<file path="src/rtl/peregrine_pif_pkg.sv">
// Shared widths, request-FSM state and request payload type for the Peregrine PIF arbiter.
package peregrine_pif_pkg;

  localparam int unsigned CNTL_W        = 8;
  localparam int unsigned ADRS_W        = 32;
  localparam int unsigned DATA_W        = 32;
  localparam int unsigned BE_W          = 4;
  localparam int unsigned ID_W          = 6;
  localparam int unsigned PRI_W         = 2;
  localparam int unsigned CNTL_LAST_BIT = 0;

  typedef enum logic {
    ST_OPEN = 1'b0,
    ST_LOCK = 1'b1
  } reqState_e;

  // Request payload except Id, which is re-tagged separately on the way to the slave
  typedef struct packed {
    logic [CNTL_W-1:0] cntl;
    logic [ADRS_W-1:0] adrs;
    logic [DATA_W-1:0] data;
    logic [BE_W-1:0]   be;
    logic [PRI_W-1:0]  pri;
  } pifReq_t;

endpackage

</file>
<file path="src/rtl/peregrine_pif_arb_grant.sv">
// Open-state grant: higher priority wins, ties go to the master that was not granted last.
module peregrine_pif_arb_grant
  import peregrine_pif_pkg::*;
(
  input  logic             valid0,
  input  logic             valid1,
  input  logic [PRI_W-1:0] pri0,
  input  logic [PRI_W-1:0] pri1,
  input  logic             rrLast,
  output logic             grant_c
);

  always_comb begin
    grant_c = 1'b0;
    if (valid0 && valid1) begin
      if (pri1 > pri0)      grant_c = 1'b1;
      else if (pri0 > pri1) grant_c = 1'b0;
      else                  grant_c = ~rrLast;
    end else if (valid1) begin
      grant_c = 1'b1;
    end
  end

endmodule

</file>
<file path="src/rtl/peregrine_pif_arbiter.sv">
// Two-master to one-slave PIF request arbiter with burst locking and Id-bit response routing.
module peregrine_pif_arbiter
  import peregrine_pif_pkg::*;
(
  input  logic              CLK,
  input  logic              RESET_N,
  // master 0 request
  input  logic              POReqValid_M0,
  output logic              PIReqRdy_M0,
  input  logic [CNTL_W-1:0] POReqCntl_M0,
  input  logic [ADRS_W-1:0] POReqAdrs_M0,
  input  logic [DATA_W-1:0] POReqData_M0,
  input  logic [BE_W-1:0]   POReqDataBE_M0,
  input  logic [ID_W-1:0]   POReqId_M0,
  input  logic [PRI_W-1:0]  POReqPriority_M0,
  // master 1 request
  input  logic              POReqValid_M1,
  output logic              PIReqRdy_M1,
  input  logic [CNTL_W-1:0] POReqCntl_M1,
  input  logic [ADRS_W-1:0] POReqAdrs_M1,
  input  logic [DATA_W-1:0] POReqData_M1,
  input  logic [BE_W-1:0]   POReqDataBE_M1,
  input  logic [ID_W-1:0]   POReqId_M1,
  input  logic [PRI_W-1:0]  POReqPriority_M1,
  // master responses
  output logic              PIRespValid_M0,
  input  logic              PORespRdy_M0,
  output logic [CNTL_W-1:0] PIRespCntl_M0,
  output logic [DATA_W-1:0] PIRespData_M0,
  output logic [ID_W-1:0]   PIRespId_M0,
  output logic [PRI_W-1:0]  PIRespPriority_M0,
  output logic              PIRespValid_M1,
  input  logic              PORespRdy_M1,
  output logic [CNTL_W-1:0] PIRespCntl_M1,
  output logic [DATA_W-1:0] PIRespData_M1,
  output logic [ID_W-1:0]   PIRespId_M1,
  output logic [PRI_W-1:0]  PIRespPriority_M1,
  // slave request
  output logic              POReqValid_S,
  input  logic              PIReqRdy_S,
  output logic [CNTL_W-1:0] POReqCntl_S,
  output logic [ADRS_W-1:0] POReqAdrs_S,
  output logic [DATA_W-1:0] POReqData_S,
  output logic [BE_W-1:0]   POReqDataBE_S,
  output logic [ID_W-1:0]   POReqId_S,
  output logic [PRI_W-1:0]  POReqPriority_S,
  // slave response
  input  logic              PIRespValid_S,
  output logic              PORespRdy_S,
  input  logic [CNTL_W-1:0] PIRespCntl_S,
  input  logic [DATA_W-1:0] PIRespData_S,
  input  logic [ID_W-1:0]   PIRespId_S,
  input  logic [PRI_W-1:0]  PIRespPriority_S
);

  reqState_e state;
  logic      owner;
  logic      rrLast;
  logic      grantArb;
  logic      grant;
  logic      beatAccept;
  logic      isLast;
  logic      respSel;
  pifReq_t   req0;
  pifReq_t   req1;
  pifReq_t   reqSel;
  logic      unusedIdMsb;

  peregrine_pif_arb_grant u_grant (
    .valid0  (POReqValid_M0),
    .valid1  (POReqValid_M1),
    .pri0    (POReqPriority_M0),
    .pri1    (POReqPriority_M1),
    .rrLast  (rrLast),
    .grant_c (grantArb)
  );

  assign grant = (state == ST_LOCK) ? owner : grantArb;

  assign req0 = '{cntl: POReqCntl_M0, adrs: POReqAdrs_M0, data: POReqData_M0,
                  be: POReqDataBE_M0, pri: POReqPriority_M0};
  assign req1 = '{cntl: POReqCntl_M1, adrs: POReqAdrs_M1, data: POReqData_M1,
                  be: POReqDataBE_M1, pri: POReqPriority_M1};
  assign reqSel = grant ? req1 : req0;

  assign POReqCntl_S     = reqSel.cntl;
  assign POReqAdrs_S     = reqSel.adrs;
  assign POReqData_S     = reqSel.data;
  assign POReqDataBE_S   = reqSel.be;
  assign POReqPriority_S = reqSel.pri;
  // Id bit 5 carries the master index so the response can find its way back
  assign POReqId_S = {grant, grant ? POReqId_M1[ID_W-2:0] : POReqId_M0[ID_W-2:0]};
  assign unusedIdMsb = POReqId_M0[ID_W-1] ^ POReqId_M1[ID_W-1];

  // Handshake outputs are forced low while reset is held
  assign POReqValid_S = RESET_N & (grant ? POReqValid_M1 : POReqValid_M0);
  assign PIReqRdy_M0  = RESET_N & ~grant & PIReqRdy_S;
  assign PIReqRdy_M1  = RESET_N &  grant & PIReqRdy_S;

  assign beatAccept = POReqValid_S & PIReqRdy_S;
  assign isLast     = reqSel.cntl[CNTL_LAST_BIT];

  // Burst lock and round-robin history
  always_ff @(posedge CLK or negedge RESET_N) begin
    if (!RESET_N) begin
      state  <= ST_OPEN;
      owner  <= 1'b0;
      rrLast <= 1'b1;
    end else if (beatAccept) begin
      case (state)
        ST_OPEN: begin
          if (isLast) begin
            rrLast <= grant;
          end else begin
            state <= ST_LOCK;
            owner <= grant;
          end
        end
        ST_LOCK: begin
          if (isLast) begin
            state  <= ST_OPEN;
            rrLast <= owner;
          end
        end
        default: state <= ST_OPEN;
      endcase
    end
  end

  // Stateless response steering on the tagged Id bit
  assign respSel        = PIRespId_S[ID_W-1];
  assign PIRespValid_M0 = RESET_N & PIRespValid_S & ~respSel;
  assign PIRespValid_M1 = RESET_N & PIRespValid_S &  respSel;
  assign PORespRdy_S    = RESET_N & (respSel ? PORespRdy_M1 : PORespRdy_M0);

  assign PIRespId_M0       = {1'b0, PIRespId_S[ID_W-2:0]};
  assign PIRespId_M1       = {1'b0, PIRespId_S[ID_W-2:0]};
  assign PIRespCntl_M0     = PIRespCntl_S;
  assign PIRespCntl_M1     = PIRespCntl_S;
  assign PIRespData_M0     = PIRespData_S;
  assign PIRespData_M1     = PIRespData_S;
  assign PIRespPriority_M0 = PIRespPriority_S;
  assign PIRespPriority_M1 = PIRespPriority_S;

endmodule

</file>
<file path="config.mk">
export PLATFORM = sky130hd
export DESIGN_NAME = peregrine_pif_arbiter
export DESIGN_NICKNAME = d
export VERILOG_FILES = /design/src/rtl/peregrine_pif_pkg.sv /design/src/rtl/peregrine_pif_arb_grant.sv /design/src/rtl/peregrine_pif_arbiter.sv
export SDC_FILE = /design/constraint.sdc
export NUM_CORES = 1
export LEC_CHECK = 0
export CAP_MARGIN = 20
export CORE_AREA = 10 10 152 154
export DETAILED_ROUTE_END_ITERATION = 10
export DIE_AREA = 0 0 162 164
export PLACE_DENSITY = 0.52
export SLEW_MARGIN = 20
export SYNTH_ARGS = -nofsm -noshare
export SYNTH_HDL_FRONTEND = slang
export SYNTH_SLANG_ARGS = --single-unit
</file>
<file path="constraint.sdc">
create_clock -name CLK -period 3.1 [get_ports CLK]
set_input_delay 0.62 -clock CLK [delete_from_list [all_inputs] [get_ports CLK]]
set_output_delay 0.62 -clock CLK [all_outputs]
set_load 0.02 [all_outputs]
</file>
==> metrics.txt <==
# TYPE chip_impl_metric gauge
chip_impl_info{name="synth-main-ff-cell",value="sky130_fd_sc_hd__dfrtp_1"} 1
chip_impl_metric{name="path_max_fanout",unit=""} 9
chip_impl_metric{name="die_w",unit="um"} 162
chip_impl_metric{name="deepest_level_of_the_cts_h_tree",unit=""} 1
chip_impl_info{name="holdCritPathClass",value="reg -> reg"} 1
chip_impl_info{name="synth_commonest_cells",value="sky130_fd_sc_hd__buf_4 (102), sky130_fd_sc_hd__mux2_2 (56), sky130_fd_sc_hd__mux2_1 (25)"} 1
chip_impl_metric{name="r2r_setup_slk",unit="ps"} 1160
chip_impl_metric{name="crit_arrival",unit="ps"} 2410
chip_impl_metric{name="grt_overflow",unit=""} 0
chip_impl_metric{name="number_of_enable_flip_flop_cells_after_synthesis",unit=""} 0
chip_impl_metric{name="area_growth",unit="%"} 110
chip_impl_metric{name="routed_via_density",unit=""} 3.31
chip_impl_info{name="grt_setup_unrepaired",value="false"} 1
chip_impl_metric{name="cts_num_sinks",unit=""} 3
chip_impl_info{name="tritoncts",value="done"} 1
chip_impl_metric{name="power.density",unit="mW/mm2"} 691
chip_impl_metric{name="setup_viol_count_final",unit=""} 0
chip_impl_metric{name="grt_start_max_net_pins",unit=""} 19
chip_impl_metric{name="fraction_of_the_cycle_the_final_worst_path_needs",unit="%"} 97.6
chip_impl_metric{name="clk_path_buf_depth",unit=""} 2
chip_impl_info{name="min_to",value="rrLast"} 1
chip_impl_info{name="status",value="finished clean"} 1
chip_impl_metric{name="core_ar",unit="mm2"} 0.0200
chip_impl_metric{name="wl_per_cell",unit="um"} 18.6
chip_impl_metric{name="cts-hold-fix-buffers",unit=""} 0
chip_impl_metric{name="antenna_cells",unit=""} 0
chip_impl_metric{name="grt_antenna_before_repair",unit=""} 0
chip_impl_metric{name="die_area",unit="mm2"} 0.0266
chip_impl_metric{name="placed_cell_count",unit=""} 670
chip_impl_metric{name="postSynthRegisterBits",unit=""} 3
chip_impl_metric{name="port_buffers",unit=""} 264
chip_impl_metric{name="worst_skew_pair.late_latency",unit="ps"} 220
chip_impl_metric{name="drc",unit=""} 0
chip_impl_info{name="startpoint_of_the_worst_register_to_register_path",value="rrLast"} 1
chip_impl_metric{name="grt_util_all_layers",unit="%"} 8.51
chip_impl_info{name="worst_setup_path_start_kind",value="input port"} 1
chip_impl_metric{name="start_util",unit="%"} 10.3
chip_impl_metric{name="report.final.hold_viol_count",unit=""} 0
chip_impl_metric{name="seq_area_frac_synth",unit="%"} 3.71
chip_impl_info{name="timing.hold.worst.start",value="rrLast"} 1
chip_impl_metric{name="worst_hold_path.num_cells",unit=""} 2
chip_impl_metric{name="yosysWarningCount",unit=""} 0
chip_impl_metric{name="final_cell_count_no_fill",unit=""} 683
chip_impl_metric{name="holdWs",unit="ps"} 568
chip_impl_metric{name="dp.final_hpwl",unit="mm"} 10.6
chip_impl_metric{name="share_of_flip_flops_with_an_asynchronous_set_or_reset_after_synthesis",unit="%"} 100
chip_impl_info{name="synth.largest_area_cell",value="sky130_fd_sc_hd__buf_4"} 1
chip_impl_info{name="clk_root_buffer_cell",value="sky130_fd_sc_hd__clkbuf_16"} 1
chip_impl_metric{name="fin_worst_skew",unit="ps"} 3.98
chip_impl_metric{name="place_area",unit="mm2"} 0.00434
chip_impl_metric{name="ir_drop",unit="mV"} 0.207
chip_impl_info{name="rr_endpoint",value="rrLast"} 1
chip_impl_metric{name="finish.net_count",unit=""} 640
chip_impl_metric{name="std_cell_rows",unit=""} 52
chip_impl_metric{name="ant_nets",unit=""} 0
chip_impl_metric{name="leakagePower",unit="nW"} 1.77
chip_impl_info{name="critical_path.endpoint_type",value="output port"} 1
chip_impl_metric{name="setup_tns",unit="ps"} 0
chip_impl_metric{name="place_congestion",unit=""} 0.821
chip_impl_metric{name="design_area",unit="mm2"} 0.00432
chip_impl_metric{name="clock_period_minus_final_worst_setup_slack",unit="ps"} 3030
chip_impl_metric{name="final_max_slew_viol_count",unit=""} 0
chip_impl_metric{name="final_layout_size_suffix_gt1_share",unit="%"} 42.4
chip_impl_metric{name="drt_first_iter_violations",unit=""} 49
chip_impl_metric{name="critPathRequiredTime",unit="ps"} 2480
chip_impl_info{name="count_leader_synth",value="sky130_fd_sc_hd__buf_4"} 1
chip_impl_metric{name="synth.distinct_cells",unit=""} 25
chip_impl_metric{name="dr.pass1.iters",unit=""} 4
chip_impl_info{name="synth.area.top_cells",value="sky130_fd_sc_hd__buf_4 (37%), sky130_fd_sc_hd__mux2_2 (31%), sky130_fd_sc_hd__mux2_1 (14%)"} 1
chip_impl_metric{name="vias",unit=""} 2261
chip_impl_metric{name="cts-buffers-inserted",unit=""} 3
chip_impl_metric{name="worst_r2r_path_depth",unit=""} 7
chip_impl_metric{name="total_power",unit="mW"} 2.99
chip_impl_metric{name="number_of_cells_produced_by_synthesis",unit=""} 230
chip_impl_metric{name="average_instance_area_after_synthesis",unit="um2"} 8.94
chip_impl_metric{name="max_clock_freq",unit="MHz"} 330
chip_impl_metric{name="synth.cell_area",unit="mm2"} 0.00206
chip_impl_metric{name="clk_pin_slew_worst_paths",unit="ps"} 30
chip_impl_metric{name="maxCapViolCount",unit=""} 0
chip_impl_metric{name="number_of_global_route_vias_before_repair",unit=""} 2656
chip_impl_metric{name="synth_top_area_share",unit="%"} 37.2
chip_impl_metric{name="drt-total-wl",unit="mm"} 12.7
chip_impl_metric{name="grt_pass1_wl",unit="mm"} 17.3
chip_impl_metric{name="die_extent_in_y",unit="um"} 164
chip_impl_info{name="setup.worst_path.class",value="in -> out"} 1
chip_impl_metric{name="floorplan.io_pins",unit=""} 410
==> power by group <==
group	switching (mW)	total, mW	leakage (nW)	internal (mW)
Combinational	1.31	2.70	1.70	1.40
Sequential	0.0211	0.0800	0.0310	0.0589
Clock	0.0335	0.203	0.0382	0.170
==> cells in the final DEF, fill, tap and decap left out, types with 2 or more instances in the layout <==
cell and instances:
sky130_fd_sc_hd__o21ai_0 3, sky130_fd_sc_hd__inv_1 2, sky130_fd_sc_hd__buf_16 3, sky130_fd_sc_hd__clkdlybuf4s50_1 173
sky130_fd_sc_hd__mux2_2 47, sky130_fd_sc_hd__nor2_1 5, sky130_fd_sc_hd__nor2b_1 3, sky130_fd_sc_hd__buf_12 5
sky130_fd_sc_hd__inv_2 2, sky130_fd_sc_hd__buf_6 12, sky130_fd_sc_hd__dfrtp_1 2, sky130_fd_sc_hd__dlygate4sd2_1 5
sky130_fd_sc_hd__conb_1 2, sky130_fd_sc_hd__mux2i_1 2, sky130_fd_sc_hd__ha_4 2, sky130_fd_sc_hd__mux2_4 10
sky130_fd_sc_hd__clkbuf_2 7, sky130_fd_sc_hd__mux2_1 25, sky130_fd_sc_hd__buf_2 66, sky130_fd_sc_hd__nand2_1 5
sky130_fd_sc_hd__nor3_1 3, sky130_fd_sc_hd__clkbuf_16 4, sky130_fd_sc_hd__buf_4 11
==> cell families (layout without fill, tap and decap cells) <==
kind of cell / Yosys count / in the layout / synth area share, %
other: 1 / 2 / 0.182
multiplexers: 84 / 84 / 46.0
flip-flops: 3 / 3 / 3.71
AND/OR/NAND/NOR: 22 / 22 / 5.23
adder cells (fa/ha/maj): 2 / 2 / 1.22
AO/OA/AOI/OAI: 8 / 8 / 3.47
buffers and inverters: 110 / 292 / 40.1
==> metrics by stage <==
step	util (%)	setup slack, ps
floorplan	-	296
global placement	21.6	-826
detailed placement	21.6	-841
CTS	23.1	-35.0
global route	21.6	2.60
finish	21.6	74.2
==> final cells by class <==
class	count	area (um2)
timing repair buffer	284	2580
inverter	4	15.0
sequential	3	76.3
multi-input combinational	118	1240
fill	2248	15700
tap	270	338
clock buffer	4	78.8
==> sequential cells by signal, indices dropped and copies added, names as in the netlist <==
name	count
state	1
rrLast	1
owner	1
==> routing by layer <==
layer	GRT usage (%)	vias to the layer above	wire length (um)
met1	8.18	1004	4320
met5	0	-	0
met4	3.06	0	349
met2	16.0	166	6840
met3	3.48	34	1190
li1	-	1057	-
==> critical path: stages <==
cell and delay, ps:
sky130_fd_sc_hd__buf_2 120, sky130_fd_sc_hd__ha_4 260, sky130_fd_sc_hd__nor2b_4 150, sky130_fd_sc_hd__o221ai_4 110
sky130_fd_sc_hd__a31oi_4 260, sky130_fd_sc_hd__buf_6 170, sky130_fd_sc_hd__buf_12 130, sky130_fd_sc_hd__mux2_1 310
sky130_fd_sc_hd__clkdlybuf4s15_2 260
==> repair_timing <==
action / in CTS / in global routing
gates cloned: 5 / 1
endpoints found under the setup margin: 86 / 80
gates resized for setup: 328 / 58
setup buffers: 5 / 0
pin swaps: 3 / 2
==> worst max path at each step <==
stage / start / to / depth (start not counted)
2_1_floorplan: POReqPriority_M1[1] / POReqAdrs_S[15] / 8
3_3_place_gp: POReqPriority_M0[0] / POReqData_S[17] / 9
3_5_place_dp: POReqPriority_M0[0] / POReqData_S[17] / 9
4_1_cts: POReqPriority_M1[1] / POReqData_S[18] / 12
5_1_grt: POReqPriority_M1[1] / POReqId_S[1] / 10
6_report: POReqPriority_M0[1] / POReqId_S[1] / 9
Note: power is estimated with default switching activity, not from simulation.
